### src/rtl/pc_stack_unit_pkg.sv
// Shared definitions for the PC save/restore path through the page-1 stack.
package pc_stack_unit_pkg;

    typedef enum logic [2:0] {
        ST_IDLE,
        ST_PUSH_H,
        ST_PUSH_L,
        ST_PULL_PRE,
        ST_PULL_L,
        ST_PULL_H,
        ST_PULL_WAIT,
        ST_LOAD
    } stack_state_e;

    localparam logic [7:0] STACK_PAGE_DEFAULT = 8'h01;
    localparam logic [7:0] SP_RESET_DEFAULT   = 8'hFD;

endpackage

### src/rtl/pc_stack_unit_stack_pointer.sv
// 8-bit stack pointer register with load/decrement/increment (load has priority).
module stack_pointer
    import pc_stack_unit_pkg::*;
#(
    parameter logic [7:0] SP_RESET = SP_RESET_DEFAULT
) (
    input  logic       clk,
    input  logic       reset,
    input  logic       load_i,
    input  logic [7:0] value_i,
    input  logic       inc_i,
    input  logic       dec_i,
    output logic [7:0] sp_o
);

    logic [7:0] sp_q;
    logic [7:0] sp_d;

    always_comb begin
        sp_d = sp_q;
        if (load_i) begin
            sp_d = value_i;
        end else if (dec_i) begin
            sp_d = sp_q - 8'd1;
        end else if (inc_i) begin
            sp_d = sp_q + 8'd1;
        end
    end

    always_ff @(posedge clk) begin
        if (reset) begin
            sp_q <= SP_RESET;
        end else begin
            sp_q <= sp_d;
        end
    end

    assign sp_o = sp_q;

endmodule

### src/rtl/pc_stack_unit.sv
// Pushes/pulls the 16-bit PC through the page-1 stack; every output is a register
// loaded one cycle ahead, so bus signals line up with the state they belong to.
module pc_stack_unit
    import pc_stack_unit_pkg::*;
#(
    parameter logic [7:0] STACK_PAGE = STACK_PAGE_DEFAULT,
    parameter logic [7:0] SP_RESET   = SP_RESET_DEFAULT
) (
    input  logic        clk,
    input  logic        reset,
    input  logic [7:0]  PCL_in,
    input  logic [7:0]  PCH_in,
    input  logic        push_req,
    input  logic        pull_req,
    input  logic        pull_inc,
    input  logic        sp_load,
    input  logic [7:0]  sp_in,
    input  logic [7:0]  data_in,
    output logic [15:0] addr_out,
    output logic [7:0]  data_out,
    output logic        mem_we,
    output logic        mem_re,
    output logic [7:0]  PCL_out,
    output logic [7:0]  PCH_out,
    output logic        pc_load,
    output logic [7:0]  SP_out,
    output logic        busy,
    output logic        done
);

    stack_state_e state_q, state_d;

    logic [15:0] addr_q, addr_d;
    logic [7:0]  wdata_q, wdata_d;
    logic        we_q, we_d;
    logic        re_q, re_d;
    logic [7:0]  pcl_q, pcl_d;
    logic [7:0]  pch_q, pch_d;
    logic        pc_load_q, pc_load_d;
    logic        done_q, done_d;
    logic [7:0]  pcl_latch_q, pcl_latch_d;
    logic        inc_q, inc_d;
    logic [7:0]  lo_q, lo_d;

    logic [7:0]  sp_val;
    logic        sp_ld_en;
    logic        sp_inc_en;
    logic        sp_dec_en;
    logic [15:0] pulled_pc;

    stack_pointer #(
        .SP_RESET(SP_RESET)
    ) u_sp (
        .clk    (clk),
        .reset  (reset),
        .load_i (sp_ld_en),
        .value_i(sp_in),
        .inc_i  (sp_inc_en),
        .dec_i  (sp_dec_en),
        .sp_o   (sp_val)
    );

    // The high byte arrives on data_in in PULL_WAIT; the sum is formed then.
    assign pulled_pc = {data_in, lo_q} + {15'd0, inc_q};

    always_comb begin
        state_d     = state_q;
        addr_d      = addr_q;
        wdata_d     = wdata_q;
        we_d        = 1'b0;
        re_d        = 1'b0;
        pcl_d       = pcl_q;
        pch_d       = pch_q;
        pc_load_d   = 1'b0;
        done_d      = 1'b0;
        pcl_latch_d = pcl_latch_q;
        inc_d       = inc_q;
        lo_d        = lo_q;
        sp_ld_en    = 1'b0;
        sp_inc_en   = 1'b0;
        sp_dec_en   = 1'b0;

        case (state_q)
            ST_IDLE: begin
                sp_ld_en = sp_load;
                if (push_req) begin
                    pcl_latch_d = PCL_in;
                    addr_d      = {STACK_PAGE, (sp_load ? sp_in : sp_val)};
                    wdata_d     = PCH_in;
                    we_d        = 1'b1;
                    state_d     = ST_PUSH_H;
                end else if (pull_req) begin
                    inc_d   = pull_inc;
                    state_d = ST_PULL_PRE;
                end
            end
            ST_PUSH_H: begin
                sp_dec_en = 1'b1;
                addr_d    = {STACK_PAGE, sp_val - 8'd1};
                wdata_d   = pcl_latch_q;
                we_d      = 1'b1;
                state_d   = ST_PUSH_L;
            end
            ST_PUSH_L: begin
                sp_dec_en = 1'b1;
                done_d    = 1'b1;
                state_d   = ST_IDLE;
            end
            ST_PULL_PRE: begin
                sp_inc_en = 1'b1;
                addr_d    = {STACK_PAGE, sp_val + 8'd1};
                re_d      = 1'b1;
                state_d   = ST_PULL_L;
            end
            ST_PULL_L: begin
                sp_inc_en = 1'b1;
                addr_d    = {STACK_PAGE, sp_val + 8'd1};
                re_d      = 1'b1;
                state_d   = ST_PULL_H;
            end
            ST_PULL_H: begin
                lo_d    = data_in;
                state_d = ST_PULL_WAIT;
            end
            ST_PULL_WAIT: begin
                {pch_d, pcl_d} = pulled_pc;
                pc_load_d      = 1'b1;
                done_d         = 1'b1;
                state_d        = ST_LOAD;
            end
            ST_LOAD: begin
                state_d = ST_IDLE;
            end
            default: begin
                state_d = ST_IDLE;
            end
        endcase
    end

    always_ff @(posedge clk) begin
        if (reset) begin
            state_q     <= ST_IDLE;
            addr_q      <= 16'h0000;
            wdata_q     <= 8'h00;
            we_q        <= 1'b0;
            re_q        <= 1'b0;
            pcl_q       <= 8'h00;
            pch_q       <= 8'h00;
            pc_load_q   <= 1'b0;
            done_q      <= 1'b0;
            pcl_latch_q <= 8'h00;
            inc_q       <= 1'b0;
            lo_q        <= 8'h00;
        end else begin
            state_q     <= state_d;
            addr_q      <= addr_d;
            wdata_q     <= wdata_d;
            we_q        <= we_d;
            re_q        <= re_d;
            pcl_q       <= pcl_d;
            pch_q       <= pch_d;
            pc_load_q   <= pc_load_d;
            done_q      <= done_d;
            pcl_latch_q <= pcl_latch_d;
            inc_q       <= inc_d;
            lo_q        <= lo_d;
        end
    end

    assign addr_out = addr_q;
    assign data_out = wdata_q;
    assign mem_we   = we_q;
    assign mem_re   = re_q;
    assign PCL_out  = pcl_q;
    assign PCH_out  = pch_q;
    assign pc_load  = pc_load_q;
    assign done     = done_q;
    assign SP_out   = sp_val;
    assign busy     = (state_q != ST_IDLE);

endmodule

### config.mk
export PLATFORM = sky130hd
export DESIGN_NAME = pc_stack_unit
export DESIGN_NICKNAME = d
export VERILOG_FILES = /design/src/rtl/pc_stack_unit_pkg.sv /design/src/rtl/pc_stack_unit_stack_pointer.sv /design/src/rtl/pc_stack_unit.sv
export SDC_FILE = /design/constraint.sdc
export NUM_CORES = 1
export LEC_CHECK = 0
export CAP_MARGIN = 20
export CORE_ASPECT_RATIO = 0.6
export CORE_MARGIN = 4
export CORE_UTILIZATION = 45
export CTS_CLUSTER_SIZE = 40
export DETAILED_ROUTE_END_ITERATION = 6
export PLACE_DENSITY = 0.73
export SLEW_MARGIN = 20
export SYNTH_ARGS = -nofsm -noshare
export SYNTH_HDL_FRONTEND = slang
export SYNTH_SLANG_ARGS = --single-unit
export TNS_END_PERCENT = 10
### constraint.sdc
create_clock -name clk -period 1.8 [get_ports clk]
set_input_delay 0.27 -clock clk [delete_from_list [all_inputs] [get_ports clk]]
set_output_delay 0.27 -clock clk [all_outputs]
set_load 0.02 [all_outputs]
## Word-level counts from Yosys, hierarchy flattened

Index checks and enable logic that the tools add are counted.

| word-level totals | value |
|---|---|
| bits in registers | 72 |
| input bits | 38 |
| output and inout port bits | 53 |
| word-level logic and storage cells | 57 |

| operators by class | value |
|---|---|
| add/sub/neg operators | 3 |
| equal/unequal tests | 9 |
| muxes and demuxes | 18 |
| bitwise operators | 1 |
| reductions and logical operators | 13 |

Operator list:

| operator | number |
|---|---|
| $pmux W16 S3 | 1 |
| $mux W8 | 5 |
| $pmux W3 S7 | 1 |
| $add A16 B1 Y16 | 1 |
| $mux W16 | 1 |
| $pmux W8 S2 | 1 |
| $eq A3 B3 Y1 const B | 4 |
| $reduce_bool A3 Y1 | 3 |
| $add A8 B1 Y8 const B | 1 |
| $reduce_or A2 Y1 | 4 |
| $sub A8 B1 Y8 const B | 1 |
| $eq A3 B2 Y1 const B | 2 |
| $mux W1 | 6 |
| $mux W3 | 2 |
| $reduce_and A2 Y1 | 3 |
| $eq A3 B1 Y1 const B | 1 |
| $logic_not A3 Y1 | 1 |
| $ne A3 B3 Y1 const B | 1 |
| $reduce_and A3 Y1 | 1 |
| $ne A2 B2 Y1 const B | 1 |
| $pmux W1 S2 | 1 |
| $reduce_bool A2 Y1 | 1 |
| $not A1 Y1 | 1 |

## Depth between registers and ports, before layout

| logic depth | value |
|---|---|
| depth in word-level cells | 6 |
| gate-level depth with buffers | 7 |
| gate-level depth less buffers | 7 |

## By module

A second synthesis with hierarchy kept.

| second synthesis, totals | value |
|---|---|
| cell total of the unflattened synthesis | 427 |
| area, all modules | 3465.8 sq um |

By module, submodules not included:

| module | times used | cells each | area each (sq um) | seq. area each (sq um) |
|---|---|---|---|---|
| pc_stack_unit | 1 | 342 | 2797.7 | 1141.1 |
| stack_pointer | 1 | 85 | 668.1 | 160.2 |

## Least setup slack after synthesis

Ideal clock, no wire load.

| timing path | value |
|---|---|
| path kind | reg-to-reg |
| start | register u_sp.sp_q[4] (netlist: u_sp.sp_o[4]) |
| end | register u_sp.sp_q[7] (netlist: u_sp.sp_o[7]) |
| setup time | 115 ps |
| arrival time | 1843 ps |
| data required time | 1685 ps |
| path slack | -158 ps |
| stages on the path, launching flop included | 7 |
| path buffers | 1 |
| period minus slack after synthesis | 1958 ps |
| cell sequence | dfxtp_1 buf_6 or3_4 nor4_4 mux2i_1 or4b_1 a31o_1 |

| between the ends | value |
|---|---|
| longest elaborated chain between the ends | 4 |
| elaborated cells between the ends (all ways) | 5 |
| classes of those cells | add/sub: 2; mux: 3 |

Ends and longest elaborated chain:

| item | line | source |
|---|---|---|
| start: declaration | pc_stack_unit_stack_pointer.sv:16 | `logic [7:0] sp_q;` |
| start signal: assignment | pc_stack_unit_stack_pointer.sv:34 | `sp_q <= sp_d;` |
| $add A8 B1 Y8 | pc_stack_unit_stack_pointer.sv:26 | `sp_d = sp_q + 8'd1;` |
| $mux W8 | pc_stack_unit_stack_pointer.sv:25 | `end else if (inc_i) begin` |
| $mux W8 (*) | pc_stack_unit_stack_pointer.sv:23 | `end else if (dec_i) begin` |
| $mux W8 (*) | pc_stack_unit_stack_pointer.sv:21 | `if (load_i) begin` |

Mark *: on every way between the ends. The rest lies on a longest branch, timed or not. The select of a mux whose other input is x is not followed.
A chain may end at the register's enable or synchronous reset.

## Worst setup path after layout

| timing path | value |
|---|---|
| start | register lo_q[0] |
| end | register pch_q[6] (netlist: PCH_out[6]) |

| between the ends | value |
|---|---|
| longest elaborated chain between the ends | 1 |

Ends and longest elaborated chain:

| item | line | source |
|---|---|---|
| start: declaration | pc_stack_unit.sv:43 | `logic [7:0] lo_q, lo_d;` |
| start signal: assignment | pc_stack_unit.sv:166 | `lo_q <= lo_d;` |
| $add A16 B1 Y16 | pc_stack_unit.sv:64 | `assign pulled_pc = {data_in, lo_q} + {15'd0, inc_q};` |
| end signal: assignment | pc_stack_unit.sv:161 | `pch_q <= pch_d;` |
| end: declaration | pc_stack_unit.sv:38 | `logic [7:0] pch_q, pch_d;` |

No other way between the ends.

==> run metrics <==
Via density 5.51; Final ANT Viol Nets 0; die height 76.9 um; HP Class reg2reg; Slew @ Worst Pin 682 ps; R2R setup slack -20 ps; DIE AREA 9450 um2; CP required 2030 ps; CTS Buf Count 9; Post-Route WL 12000 um; vias 3798; Worst setup SP type flip-flop; Max Buffers Root-to-Sink 2; synth warn 0; Area Growth Syn to Fin 49.9%; PD cells 946 nW/um2; Worst-Skew Late Latency 330 ps; CP arrival 2050 ps; share of cells above drive strength 1 between 20% and 30%; FF-to-FF path depth 6; H-tree depth 3; Tot GR Track Use 25.7%; failing checks setup timing; Port Buffer Count 83; final global-route overflow total 0; Worst R2R End PCH_out[6]$_SDFFE_PP0P_; Max-Cap Viols 0; max_slew headroom 54.6%; DR pass1 iterations 5; crit path capture type flip-flop; Core ar. 7480 um2; Post-CTS Hold Fix Bufs 0; TritonCTS clock tree yes; hold_sp pcl_latch_q[1]$_SDFFE_PP0P_; Place WS -175 ps; Max FO, Critical Path 5; syn_area_per_cell 7.91 um2; first-pass GRT wire length 19100 um; leakage 2.12 nW; Clock Skew 6.11 ps; Post-DP HPWL 8940 um; worst r2r src lo_q[0]$_SDFFE_PP0P_; initial antenna violation count 0; RSZ-0062 raised after global routing yes; Hold EP pcl_latch_q[1]$_SDFFE_PP0P_; status finished with violations; Post-Layout Cell Count 689; Final period util 101%; pin count of the biggest net entering global routing 36; I/O pin count 91; Final WS setup -24.4 ps; Synth cell types 58; std cell rows 24; Yosys reg bits between 60 and 70; GP Congestion 0.980; # placed instances 673; Pins Over Slew Limit 0; Seq/Total Area, Yosys 36.5%; EDFF count, synth 0; Tmin final 1820 ps; DR DRC count 0; maximum vdd ir drop around 0.74 mV; Main synth FF type dfxtp_1; f_max between 0.5 and 0.6 GHz; Hold Crit Depth 2; Starting Density 47.6%; fin nets a little over 600; crit path kind reg2reg; Final Hold Fails 0; Setup-failing EPs final 1; DR WL/cell between 15 and 20 um; vias in the first global route 3585; clk sinks 65; ant diodes 0; Clock Tree Root clkbuf_16; DRT iter0 DRCs 350; Post-Syn Area 3560 um2; clk slew on worst S/H paths 60 ps; asr flop ratio synth 0%; Die Wd 123 um; Cells after Synth 450
-- routing by layer --
layer  vias to the layer above  GRT usage, %  wire length [um]
li1                       1836             -                 -
met4                         0          5.59                70
met1                      1778          38.9              5780
met2                       176          36.1              5020
met3                         8          6.47              1110
met5                         -             0                 0
-- what timing repair did --
item | in CTS | in global routing
pin swaps | 3 | 2
resized for setup | 13 | 13
buffers inserted | 0 | 0
endpoints found under the hold margin | 0 | 0
endpoints found under the setup margin | 9 | 19
-- how the worst max path moves through the flow --
stage | to | slack, ps | depth (start not counted) | start
floorplan | u_sp.sp_o[7]$_SDFFE_PP1P_ | -40 | 6 | u_sp.sp_o[4]$_SDFFE_PP1P_
global placement | u_sp.sp_o[7]$_SDFFE_PP1P_ | -70 | 6 | sp_load
detailed placement | PCH_out[7]$_SDFFE_PP0P_ | -170 | 6 | data_in[0]
CTS | u_sp.sp_o[7]$_SDFFE_PP1P_ | -50 | 5 | u_sp.sp_o[0]$_SDFFE_PP1P_
global route | PCH_out[6]$_SDFFE_PP0P_ | -140 | 6 | lo_q[0]$_SDFFE_PP0P_
finish | PCH_out[6]$_SDFFE_PP0P_ | -20 | 6 | lo_q[0]$_SDFFE_PP0P_
-- flip-flops by register name, summed over array words and instances, names as in the netlist --
register     count
addr_out         9
PCH_out          8
PCL_out          8
data_out         8
lo_q             8
pcl_latch_q      8
u_sp.sp_o        8
state_q          3
done             1
inc_q            1
mem_re           1
mem_we           1
pc_load          1
-- where the power goes --
group	internal [mW]	total [mW]	leakage, nW	switching, mW
logic	0.722	1.54	1.44	0.821
clock network	1.20	1.84	0.152	0.639
registers	1.56	1.67	0.533	0.102
-- worst max-delay path: stages, from the launching register on --
cell and delay (ps):
dfxtp_2 350, ha_4 140, ha_4 130, and3_4 190, nand4_1 220, or3_1 450, a311oi_2 240
-- logic make-up after synthesis --
group	count (synthesis)	synth area share (%)
and+or+nand+nor	183	24.1
AOI/OAI and AO/OA	105	20.1
xor gates and xnor gates	21	5.17
adders and majority gates	4	1.41
muxes	21	5.97
buffers and inverters	50	6.57
other	1	0.105
DFF	65	36.5
-- per-stage QoR --
stage               hold slack [ps]  total power [mW]  setup TNS [ps]  utilization, %  instance area, um2
floorplan                       406              2.47           -40.5               -                3590
global placement                443              3.18            -292            66.1                4940
detailed placement              448              3.19            -723            66.1                4940
CTS                             445              5.04           -74.2            70.7                5290
global route                    480              5.27            -407            71.4                5340
finish                          455              5.05           -24.4            71.4                5340
-- Yosys cell counts (2+ instances only) --
library cell	instances	share of area [%]
nor2_1	67	7.1
dfxtp_1	65	37
nand2_1	59	6.2
a21oi_1	30	4.2
clkbuf_1	22	2.3
mux2i_1	19	5.3
a211oi_1	16	3.4
a311oi_1	13	3.2
xnor2_1	13	3.2
buf_2	10	1.4
nand3_1	9	1.3
nor3_1	8	1.1
xor2_1	8	2.0
buf_4	7	1.5
inv_1	7	0.74
a31oi_1	6	1.1
o21ai_1	6	0.84
and3_1	5	0.88
o21ai_0	5	0.70
ha_1	4	1.4
nand3b_1	4	0.84
nand4_1	4	0.70
nor2b_1	4	0.70
o21a_1	4	0.84
o221ai_1	4	0.98
a221o_1	3	0.84
a221oi_1	3	0.74
and2_1	3	0.53
nand2b_1	3	0.53
buf_1	2	0.21
nor3_2	2	0.56
nor3b_1	2	0.42
o211ai_1	2	0.42
o21bai_1	2	0.42
o31ai_1	2	0.42
o41ai_1	2	0.49
or2_1	2	0.35
or3_1	2	0.35
or3b_1	2	0.49
-- layout make-up --
class,instances,area (um2)
Fill cell,617,2140
Multi-Input combinational cell,341,2130
Timing Repair Buffer,155,1420
Sequential cell,65,1310
Clock buffer,10,229
Tap cell,104,130
Clock inverter,6,82.6
Inverter,8,30.0
-- layout by cell type, fill, tap and decap left out, types with 3 or more instances in the layout --
cell	netlist	final
nand3_1	9	9
o21a_1	4	4
o21ai_1	6	5
a311oi_1	13	12
xnor2_1	13	13
clkbuf_16	0	9
nand4_1	4	4
nor2b_1	4	3
o221ai_1	4	4
and3_1	5	4
nor3_1	8	7
clkinv_2	0	3
inv_1	7	7
nand2_1	59	59
nand2b_1	3	3
a21oi_1	30	30
xor2_1	8	8
a31oi_1	6	6
and2_1	3	3
a211oi_1	16	16
mux2i_1	19	19
nor2_1	67	66
a221o_1	3	3
dfxtp_2	0	9
dfxtp_1	65	56
nand3b_1	4	4
buf_12	0	5
clkdlybuf4s50_1	0	78
o21ai_0	5	5
buf_4	7	67
dlygate4sd2_1	0	4
conb_1	1	7
(Power assumes the default switching activity.)
